[src/rtl/spi_response_tx.sv]
// spi_response_tx
// MISO-side transmitter of the host SPI link. Response bytes are staged in a
// one-byte holding register (valid/ready). They are shifted out MSB first on
// SPI mode 0, using synchronised copies of the host SCLK and CS_N pins.
// When the host clocks a byte and nothing is staged, IDLE_BYTE is sent and an
// underrun pulse is raised.

module spi_response_tx #(
  parameter logic [7:0] IDLE_BYTE   = 8'hFF,
  parameter int         SYNC_STAGES = 3
) (
  input  logic       clk,
  input  logic       rst_n,
  input  logic       spi_sclk,
  input  logic       spi_cs_n,
  output logic       spi_miso,
  output logic       miso_oe,
  input  logic [7:0] tx_data,
  input  logic       tx_valid,
  output logic       tx_ready,
  input  logic       tx_flush,
  output logic       byte_sent,
  output logic       underrun,
  output logic       tx_abort,
  output logic       busy
);

  // Frame states; S_RELOAD waits for the falling edge that follows the 8th
  // rising edge before the next byte is loaded.
  localparam logic [1:0] S_IDLE   = 2'd0;
  localparam logic [1:0] S_SHIFT  = 2'd1;
  localparam logic [1:0] S_RELOAD = 2'd2;

  localparam int FLUSH_W = $clog2(SYNC_STAGES + 1);

  // Synchroniser chains; the newest sample enters at bit 0.
  logic [SYNC_STAGES-1:0] r_sclkSync;
  logic [SYNC_STAGES-1:0] r_csSync;

  // Registered edge strobes taken from the last two chain stages.
  logic r_sclkRise;
  logic r_sclkFall;
  logic r_csFall;
  logic r_csRise;

  // Start-up qualification of chip select. The CS chain resets to 1. If the
  // host already holds CS low when reset releases, the chain shows a false
  // falling edge. The first frame is therefore only accepted after CS has
  // been seen high once the chain holds real pin samples.
  logic [FLUSH_W-1:0] r_flushCnt;
  logic               r_csArmed;

  // Holding register.
  logic [7:0] r_holdData;
  logic       r_holdValid;

  // Shift path and FSM.
  logic [1:0] r_state;
  logic [7:0] r_shreg;
  logic [2:0] r_bitCnt;
  logic       r_miso;
  logic       r_byteSent;
  logic       r_underrun;
  logic       r_txAbort;

  logic       w_sclkRiseRaw;
  logic       w_sclkFallRaw;
  logic       w_csFallRaw;
  logic       w_csRiseRaw;
  logic       w_flushDone;
  logic       w_write;
  logic       w_load;
  logic       w_loadTake;
  logic [7:0] w_loadByte;
  logic [7:0] w_shifted;

  assign w_sclkRiseRaw =  r_sclkSync[SYNC_STAGES-2] & ~r_sclkSync[SYNC_STAGES-1];
  assign w_sclkFallRaw = ~r_sclkSync[SYNC_STAGES-2] &  r_sclkSync[SYNC_STAGES-1];
  assign w_csFallRaw   = ~r_csSync[SYNC_STAGES-2]   &  r_csSync[SYNC_STAGES-1];
  assign w_csRiseRaw   =  r_csSync[SYNC_STAGES-2]   & ~r_csSync[SYNC_STAGES-1];

  assign w_flushDone = (r_flushCnt == FLUSH_W'(SYNC_STAGES));

  // A load happens when a frame opens, or on the falling edge after a
  // completed byte. A same-cycle CS rise always wins.
  assign w_load = !r_csRise &&
                  (((r_state == S_IDLE)   && r_csFall && r_csArmed) ||
                   ((r_state == S_RELOAD) && r_sclkFall));
  assign w_loadTake = w_load && r_holdValid;
  assign w_loadByte = r_holdValid ? r_holdData : IDLE_BYTE;
  assign w_shifted  = r_shreg << 1;

  assign w_write  = tx_valid && !r_holdValid;
  assign tx_ready = !r_holdValid;

  assign spi_miso  = r_miso;
  assign miso_oe   = (r_state != S_IDLE);
  assign busy      = (r_state != S_IDLE);
  assign byte_sent = r_byteSent;
  assign underrun  = r_underrun;
  assign tx_abort  = r_txAbort;

  // Bring the asynchronous SPI pins into the clk domain.
  always_ff @(posedge clk or negedge rst_n) begin
    if (!rst_n) begin
      r_sclkSync <= '0;
      r_csSync   <= '1;
    end else begin
      r_sclkSync <= {r_sclkSync[SYNC_STAGES-2:0], spi_sclk};
      r_csSync   <= {r_csSync[SYNC_STAGES-2:0], spi_cs_n};
    end
  end

  // Register the edge strobes so that each pin edge acts exactly once.
  always_ff @(posedge clk or negedge rst_n) begin
    if (!rst_n) begin
      r_sclkRise <= 1'b0;
      r_sclkFall <= 1'b0;
      r_csFall   <= 1'b0;
      r_csRise   <= 1'b0;
    end else begin
      r_sclkRise <= w_sclkRiseRaw;
      r_sclkFall <= w_sclkFallRaw;
      r_csFall   <= w_csFallRaw;
      r_csRise   <= w_csRiseRaw;
    end
  end

  // Arm frame starts once the chain is flushed and CS has been seen high.
  always_ff @(posedge clk or negedge rst_n) begin
    if (!rst_n) begin
      r_flushCnt <= '0;
      r_csArmed  <= 1'b0;
    end else begin
      if (!w_flushDone) begin
        r_flushCnt <= r_flushCnt + FLUSH_W'(1);
      end
      if (w_flushDone && r_csSync[SYNC_STAGES-1]) begin
        r_csArmed <= 1'b1;
      end
    end
  end

  // Holding register: flush beats a write; a load from hold empties it.
  always_ff @(posedge clk or negedge rst_n) begin
    if (!rst_n) begin
      r_holdData  <= 8'h00;
      r_holdValid <= 1'b0;
    end else if (tx_flush) begin
      r_holdValid <= 1'b0;
    end else if (w_write) begin
      r_holdData  <= tx_data;
      r_holdValid <= 1'b1;
    end else if (w_loadTake) begin
      r_holdValid <= 1'b0;
    end
  end

  // Frame FSM, shift register, bit counter and the status pulses.
  always_ff @(posedge clk or negedge rst_n) begin
    if (!rst_n) begin
      r_state    <= S_IDLE;
      r_shreg    <= 8'h00;
      r_bitCnt   <= 3'd0;
      r_miso     <= 1'b0;
      r_byteSent <= 1'b0;
      r_underrun <= 1'b0;
      r_txAbort  <= 1'b0;
    end else begin
      r_byteSent <= 1'b0;
      r_underrun <= 1'b0;
      r_txAbort  <= 1'b0;
      if (r_csRise) begin
        if ((r_state == S_SHIFT) && (r_bitCnt != 3'd0)) begin
          r_txAbort <= 1'b1;
        end
        r_state  <= S_IDLE;
        r_bitCnt <= 3'd0;
        r_miso   <= 1'b0;
      end else begin
        case (r_state)
          S_IDLE: begin
            r_bitCnt <= 3'd0;
            r_miso   <= 1'b0;
            if (w_load) begin
              r_shreg    <= w_loadByte;
              r_miso     <= w_loadByte[7];
              r_underrun <= !r_holdValid;
              r_state    <= S_SHIFT;
            end
          end
          S_SHIFT: begin
            if (r_sclkRise) begin
              r_bitCnt <= r_bitCnt + 3'd1;
              if (r_bitCnt == 3'd7) begin
                r_byteSent <= 1'b1;
                r_state    <= S_RELOAD;
              end
            end else if (r_sclkFall) begin
              r_shreg <= w_shifted;
              r_miso  <= w_shifted[7];
            end
          end
          S_RELOAD: begin
            if (w_load) begin
              r_shreg    <= w_loadByte;
              r_miso     <= w_loadByte[7];
              r_underrun <= !r_holdValid;
              r_state    <= S_SHIFT;
            end
          end
          default: begin
            r_state  <= S_IDLE;
            r_bitCnt <= 3'd0;
            r_miso   <= 1'b0;
          end
        endcase
      end
    end
  end

endmodule

[config.mk]
export PLATFORM = sky130hd
export DESIGN_NAME = spi_response_tx
export DESIGN_NICKNAME = d
export VERILOG_FILES = /design/src/rtl/spi_response_tx.sv
export SDC_FILE = /design/constraint.sdc
export NUM_CORES = 1
export LEC_CHECK = 0
export CAP_MARGIN = 10
export CORE_ASPECT_RATIO = 0.6
export CORE_MARGIN = 4
export CORE_UTILIZATION = 48
export CTS_BUF_LIST = sky130_fd_sc_hd__clkbuf_16
export DETAILED_ROUTE_END_ITERATION = 10
export PLACE_DENSITY = 0.76
export SYNTH_ARGS = -nofsm -noshare
export SYNTH_HDL_FRONTEND = slang
export SYNTH_SLANG_ARGS = --single-unit
[constraint.sdc]
create_clock -name clk -period 2.35 [get_ports clk]
set_clock_uncertainty 0.15 [all_clocks]
set_input_delay 0.5875 -clock clk [delete_from_list [all_inputs] [get_ports clk]]
set_output_delay 0.5875 -clock clk [all_outputs]
set_load 0.02 [all_outputs]
==> key figures, run 1 <==
Status
  – Status: completed

Die
  – Initial Utilization: 50.3%
  – Std cell rows: 16
  – Core area: 3280 um2
  – Die height: 53.4 um
  – Die extent in x: 83.7 um
  – IO Pins: 21
  – DIE AREA: about 4500 um2

Synthesis
  – Syn_nets: roughly 160
  – Post-Synth Adder-Cell Area: between 3 and 4%
  – Most frequent cell after synthesis: dfrtp_1
  – Synth cell types: 34
  – Post-synthesis xor/xnor area fraction: ~1.1%
  – Ys async rst share: between 90% and 100%
  – Syn_area_per_cell: about 12 um2
  – Yosys synthesis warning count: 0
  – Post-synth top area cell: dfrtp_1
  – Synth Area in Compound Gates: between 9 and 10%
  – Post-synth EDFFs: 0
  – Top-area cell type share of the netlist area: 53.1%
  – Yosys reg bits: 38
  – Post-synthesis mux area share: 12.1%
  – Synth cell count leaders: dfrtp_1, nor2_1, mux2_2
  – Post-Syn Area: 1650 um2
  – Ys flop type: dfrtp_1
  – Register area share after synthesis: between 50% and 60%
  – Largest family of logic cells by synthesized area: simple AND/OR/NAND/NOR gates
  – Post-Synth Simple-Gate Area: approximately an eighth
  – Top post-synthesis cells by area: dfrtp_1, mux2_2, dfstp_2
  – Post-synthesis instance total: about 140

GRT
  – Pin count of the biggest net entering global routing: 39
  – GRT Util Overall: ~15%
  – Number of global-route vias before repair: ~1100
  – Initial antenna violation count: 0
  – Grt total ovfl: 0
  – First-pass GRT wire length: 4.97 mm

Min path
  – Hold path endpoint: r_sclkSync[1]
  – HP Start: r_sclkSync[0]
  – Worst hold path depth: 0
  – Hold Crit Class: flop to flop

Critical path
  – FF-to-FF setup slack: roughly 0.46 ns
  – Reg-to-Reg End: r_shreg[0]
  – Critical Path RT: between 1.5 and 2 ns
  – CP Class: flop to output port
  – Reg-to-reg critical path startpoint: r_state[0]
  – Worst reg-to-reg path cell count: 5
  – CP max FO: 10
  – Critical Path End Type: output port
  – Setup crit start kind: flop
  – Data arrival, critical path: around 1.6 ns

STA
  – Relative slew slack: between 60 and 70%
  – Final Hold Viols: 0
  – Max Clk Rate: ~0.44 GHz
  – Max Transition Viols Final: 0
  – Final worst-path cycle share: 97.6%
  – Slew @ Worst Pin: between 0.4 and 0.5 ns
  – # setup viols final: 0
  – RSZ-0062 raised after global routing: no
  – Setup TNS: 0 ns
  – Final min period: 2.29 ns

Routing
  – Routed vias/inst: 5.19
  – Post-route ant nets: 0
  – DR DRC count: 0
  – Routed WL per cell: 14.1 um
  – First drt pass iteration count: 4
  – Vias: roughly 1100
  – First DRT Iteration DRCs: between 50 and 60
  – Final WL: 2.95 mm

Clock network
  – CTS tree: built
  – Max Buffers Root-to-Sink: 2
  – Post-CTS Setup Inserts: 0
  – TritonCTS buffer count: 5
  – Worst-path clk slew: 0.06 ns
  – Clock root cell: clkbuf_16
  – # H-tree levels: 2
  – Skew-Pair Late Insertion Delay: ~0.28 ns
  – CTS Sinks: 38

Pwr
  – Max VDD drop: 0.474 mV
  – Power per cell area: slightly below 900 nW/um2
  – Leakage power: 0.877 nW

Final layout
  – Layout Nets: 182
  – N_diodes: 0
  – Design area: around 2000 um2
  – Area grow syn2layout: 23.3%
  – Layout cells sized above 1: around 22%

Placed design
  – Routability congestion estimate: approximately 0.83
  – Port-buffer cells: 20
  – Area after DPL: ~1900 um2
  – DPL Wire Length: between 2 and 2.5 mm

Flow run
  – Max-cap check violation count: 0
[per-layer routing]
layer | vias up | global-route usage, % | routed length [um]
li1 | 518 | - | -
met4 | 0 | 6.95 | 47
met2 | 22 | 23.4 | 1310
met3 | 6 | 7.62 | 155
met1 | 544 | 18.3 | 1440
met5 | - | 0 | 0
[state kept, by name (all words and copies together) (netlist names), 2 cells and up]
| name | flops |
|---|---|
| r_holdData | 8 |
| r_shreg | 7 |
| r_bitCnt | 3 |
| r_csSync | 3 |
| r_sclkSync | 3 |
| r_flushCnt | 2 |
| r_state | 2 |
[power by group]
part	total, mW	leakage (nW)	internal, mW	switching [mW]
sequential	0.834	0.449	0.767	0.0668
clock	0.644	0.0672	0.387	0.258
combinational	0.318	0.361	0.173	0.144
[timing repair]
action,CTS,global route
hold buffers,0,0
setup endpoints to repair,0,3
resized for setup,0,3
[per-stage QoR]
stage | std cells | hold WS [ns] | setup slack, ns | util, % | power [mW]
2_1_floorplan | 141 | 0.142 | 0.565 | - | 1.05
3_3_place_gp | 202 | 0.183 | 0.283 | 57.4 | 1.14
3_5_place_dp | 202 | 0.192 | 0.224 | 57.4 | 1.16
4_1_cts | 210 | 0.204 | 0.0178 | 61.7 | 1.81
5_1_grt | 210 | 0.213 | 0.0156 | 62.0 | 1.90
6_report | 210 | 0.205 | 0.0570 | 62.0 | 1.80
[worst max-delay path, stage by stage (launching register included)]
cell and delay, ns:
dfrtp_2 0.46, or2_4 0.28, clkdlybuf4s50_1 0.53
[cell usage in the layout, fill, tap and decap left out, drive strengths merged, types with 2 or more instances in the layout]
| cell type | n |
|---|---|
| clkdlybuf4s50 | 19 |
| clkinvlp | 2 |
| a21oi | 4 |
| mux2 | 16 |
| inv | 5 |
| nor2 | 17 |
| buf | 2 |
| nor2b | 5 |
| ha | 4 |
| and2b | 2 |
| nand2 | 13 |
| dfrtp | 35 |
| nand2b | 3 |
| o21ai | 10 |
| clkbuf | 5 |
| dfstp | 3 |
| a2bb2oi | 2 |
| mux2i | 2 |
| clkinv | 2 |
[cells by family after synthesis]
group                    after synthesis
AO/OA/AOI/OAI                         23
XOR/XNOR                               2
adder cells (fa/ha/maj)                4
buffers and inverters                 12
flip-flops                            38
multiplexers                          18
AND/OR/NAND/NOR                       44
[worst max-delay path by stage]
stage               start       endpoint  slack (ns)  cells past startpoint
2_1_floorplan  r_state[1]     r_shreg[0]        0.56                      5
3_3_place_gp     tx_flush  r_holdData[1]        0.28                      4
3_5_place_dp     tx_flush  r_holdData[2]        0.22                      4
4_1_cts        r_state[1]        miso_oe        0.02                      2
5_1_grt        r_state[1]        miso_oe        0.02                      2
6_report       r_state[1]        miso_oe        0.06                      2
[layout make-up]
| class | instances | area (um2) |
|---|---|---|
| clock inverters | 3 | 16.3 |
| well taps | 45 | 56.3 |
| flip-flops and latches | 38 | 956 |
| clock buffers | 5 | 125 |
| repair buffers | 22 | 218 |
| inverters | 6 | 26.3 |
| fillers | 274 | 1250 |
| multi-input cells | 91 | 637 |
Note: power is estimated with default switching activity, not from simulation.
==> inputs of run 2 (changes only) <==
--- a/config.mk
+++ b/config.mk
@@ -5,7 +5,7 @@
 export SDC_FILE = /design/constraint.sdc
 export NUM_CORES = 1
 export LEC_CHECK = 0
-export CAP_MARGIN = 10
+export CAP_MARGIN = 30
 export CORE_ASPECT_RATIO = 0.6
 export CORE_MARGIN = 4
 export CORE_UTILIZATION = 48
==> results of run 2 <==
Final layout, timing and power as in run 1 (identical DEF).
==> inputs of run 3 (changes only) <==
--- a/config.mk
+++ b/config.mk
@@ -11,7 +11,7 @@
 export CORE_UTILIZATION = 48
 export CTS_BUF_LIST = sky130_fd_sc_hd__clkbuf_16
 export DETAILED_ROUTE_END_ITERATION = 10
-export PLACE_DENSITY = 0.76
+export PLACE_DENSITY_LB_ADDON = 0.05
 export SYNTH_ARGS = -nofsm -noshare
 export SYNTH_HDL_FRONTEND = slang
 export SYNTH_SLANG_ARGS = --single-unit
==> run 3 against run 2 <==
  * Register-to-register slack gained 0.03 ns
  * Routed wire length shrank 2.5%
  * Largest cell class unchanged
  * Largest power group unchanged
  * Critical endpoint unchanged
  * Maximum frequency down 0.38%
  * Worst hold slack worse by 0.012 ns
  * Core utilization is 0.34 points lower
  * Sequential share of layout area increased by 0.26 points
  * Final cell count unchanged
==> key figures, run 3 (same netlist as run 1, synthesis figures left out) <==
Status
  – Status: completed

STA
  – Final Hold Viols: 0 (unchanged)
  – Final worst-path cycle share: 98.0% (+0.38 points)
  – Max Clk Rate: 0.434 GHz (-0.38%)
  – Setup TNS: 0 ns (unchanged)
  – RSZ-0062 raised after global routing: no
  – Slew @ Worst Pin: 0.466 ns (+0.0106 ns)
  – # setup viols final: 0 (unchanged)
  – Max Transition Viols Final: 0 (unchanged)
  – Relative slew slack: 68.9% (-0.71 points)
  – Final min period: 2.30 ns (+0.00885 ns)

Clock network
  – CTS Sinks: 38 (unchanged)
  – Post-CTS Setup Inserts: 0 (unchanged)
  – # H-tree levels: 2 (unchanged)
  – Max Buffers Root-to-Sink: 2 (unchanged)
  – TritonCTS buffer count: 5 (unchanged)
  – Clock root cell: clkbuf_16
  – CTS tree: built
  – Skew-Pair Late Insertion Delay: 0.28 ns (about the same)
  – Worst-path clk slew: 0.05 ns (about the same)

Final layout
  – Layout cells sized above 1: 21.8% (unchanged)
  – Most flop-heavy register: r_holdData
  – Layout Nets: 182 (unchanged)
  – Max reg flops: 8 (unchanged)
  – Multi-input logic area: 637 um2 (unchanged)
  – Area grow syn2layout: 22.6%
  – Commonest non-fill, non-tap cell in the layout: dfrtp_1
  – Leading registers by flop count: r_holdData (8), r_shreg (7)
  – Storage cell area: 956 um2 (unchanged)
  – Final cell count without fillers: 210 (unchanged)
  – Fillers: 274 (unchanged)
  – N_diodes: 0 (unchanged)
  – Commonest non-fill, non-tap cells in the layout: dfrtp_1, clkdlybuf4s50_1, nor2_1, mux2_2, nand2_1

Placed design
  – Placed cell count: 202 (unchanged)
  – DPL Wire Length: 2.13 mm (+3.5%)
  – Port-buffer cells: 20 (unchanged)
  – Routability congestion estimate: 0.751 (-9.8%)

GRT
  – Initial antenna violation count: 0 (unchanged)
  – Number of global-route vias before repair: 1053 (-3.4%)
  – Pin count of the biggest net entering global routing: 39 (unchanged)
  – GRT Util Overall: 15.4% (+0.10 points)
  – First-pass GRT wire length: 5.07 mm (+2.1%)
  – Grt total ovfl: 0 (unchanged)

Critical path
  – Critical Path RT: 1.61 ns (about the same)
  – Critical Path Source: r_state[1]
  – FF-to-FF setup slack: 0.49 ns (+0.03 ns)
  – CP delay by family, top: buffers and inverters
  – Slowest cell on the critical path: clkdlybuf4s50_1
  – CP Class: flop to output port
  – Critical Path End Type: output port
  – Critical path's largest stage delay: 0.54 ns (about the same)
  – Data arrival, critical path: 1.56 ns (about the same)
  – Crit-path cells: or2_4 > clkdlybuf4s50_1
  – Buffers & Inverters on Critical Path: 1 (unchanged)
  – CP max FO: 10 (unchanged)
  – Reg-to-reg critical path startpoint: r_state[0]
  – Setup crit start kind: flop

Die
  – Die extent in x: 83.7 um (unchanged)
  – IO Pins: 21 (unchanged)
  – Die height: 53.4 um (unchanged)
  – Std cell rows: 16 (unchanged)
  – Initial Utilization: 50.3% (unchanged)
  – Core area: 3280 um2 (unchanged)
  – DIE AREA: 4470 um2 (unchanged)

Pwr
  – Power share of the clock group: 35.3% (-0.6 points)
  – Power per cell area: 881 nW/um2 (-0.23%)
  – Internal power: 1.33 mW (about the same)
  – Sw power: 456 uW (-2.8%)
  – Switching part of the total: 25.6% (-0.54 points)
  – Max VDD drop: 0.487 mV (+2.8%)
  – Leakage power: 0.866 nW (-1.3%)
  – Gate power share: 17.6% (about the same)
  – Part of the power in registers: 47.1% (+0.7 points)

Routing
  – First DRT Iteration DRCs: 81 (+42%)
  – First drt pass iteration count: 4 (unchanged)
  – Final WL: 2.88 mm (-2.5%)
  – Post-route ant nets: 0 (unchanged)
  – DR DRC count: 0 (unchanged)
  – Vias: 1055 (-3.2%)
  – Routed vias/inst: 5.02 (-3.2%)
  – Routed WL per cell: 13.7 um (-2.5%)

Min path
  – Hold Crit Class: input port to async pin

Flow run
  – Max-cap check violation count: 0 (unchanged)
## run 3: cell count changes in the layout (fill, tap and decap cells not counted)
| cell | previous run | this run |
|---|---|---|
| clkinvlp_4 | 2 | 1 |
| clkinv_1 | 1 | 2 |
| dlymetal6s2s_1 | 1 | 0 |
| buf_2 | 0 | 1 |
## run 3: timing repair
action                     4_1_cts  5_1_grt
hold buffers                     0        0
setup endpoints to repair        0        2
resized for setup                0        1
## run 3: worst paths after layout
check	end	depth (start not counted)
max	miso_oe	2
min	r_sclkSync[0]	2
max reg2reg	r_shreg[6]	5
min reg2reg	r_sclkSync[1]	0
max in group asynchronous	r_state[1]	2
min in group clk	r_sclkSync[1]	0
## run 3: final cells by class
| type | instances | share of cell area, % |
|---|---|---|
| Sequential cell | 38 | 47.2 |
| Multi-Input combinational cell | 91 | 31.5 |
| Timing Repair Buffer | 22 | 10.4 |
| Clock buffer | 5 | 6.18 |
| Tap cell | 45 | 2.78 |
| Inverter | 6 | 1.11 |
| Clock inverter | 3 | 0.804 |
## run 3: worst reg2reg max path: cells and delay by family (launching register included)
| family | cells | cell delay, ns |
|---|---|---|
| AOI/OAI and AO/OA | 1 | 0.26 |
| buffers and inverters | 1 | 0.19 |
| and+or+nand+nor | 2 | 0.39 |
| muxes | 1 | 0.38 |
| DFF | 1 | 0.37 |
## run 3: power by group through the flow
| stage | Combinational, mW | Clock (mW) | Sequential, mW |
|---|---|---|---|
| 2_1_floorplan | 0.217 | 0 | 0.829 |
| 3_3_place_gp | 0.309 | 0 | 0.842 |
| 3_5_place_dp | 0.318 | 0 | 0.848 |
| 4_1_cts | 0.320 | 0.642 | 0.838 |
| 5_1_grt | 0.358 | 0.673 | 0.853 |
| 6_report | 0.314 | 0.630 | 0.839 |
## run 3: per-layer routing
| metal | track usage (%) | vias to the layer above | routed length (um) |
|---|---|---|---|
| met5 | 0 | - | 0 |
| met4 | 6.95 | 0 | 53 |
| met3 | 5.60 | 7 | 127 |
| met2 | 20.8 | 24 | 1180 |
| met1 | 21.7 | 505 | 1520 |
| li1 | - | 519 | - |
## run 3: stage by stage
stage / hold WS [ns] / util [%] / worst slack [ns] / instance area, um2 / power (mW)
5_1_grt: 0.209 / 61.6 / 0.00705 / 2020 / 1.88
3_5_place_dp: 0.186 / 57.3 / 0.195 / 1880 / 1.17
3_3_place_gp: 0.183 / 57.3 / 0.281 / 1880 / 1.15
2_1_floorplan: 0.142 / - / 0.565 / 1650 / 1.05
4_1_cts: 0.198 / 61.6 / 0.0123 / 2020 / 1.80
6_report: 0.193 / 61.6 / 0.0481 / 2020 / 1.78
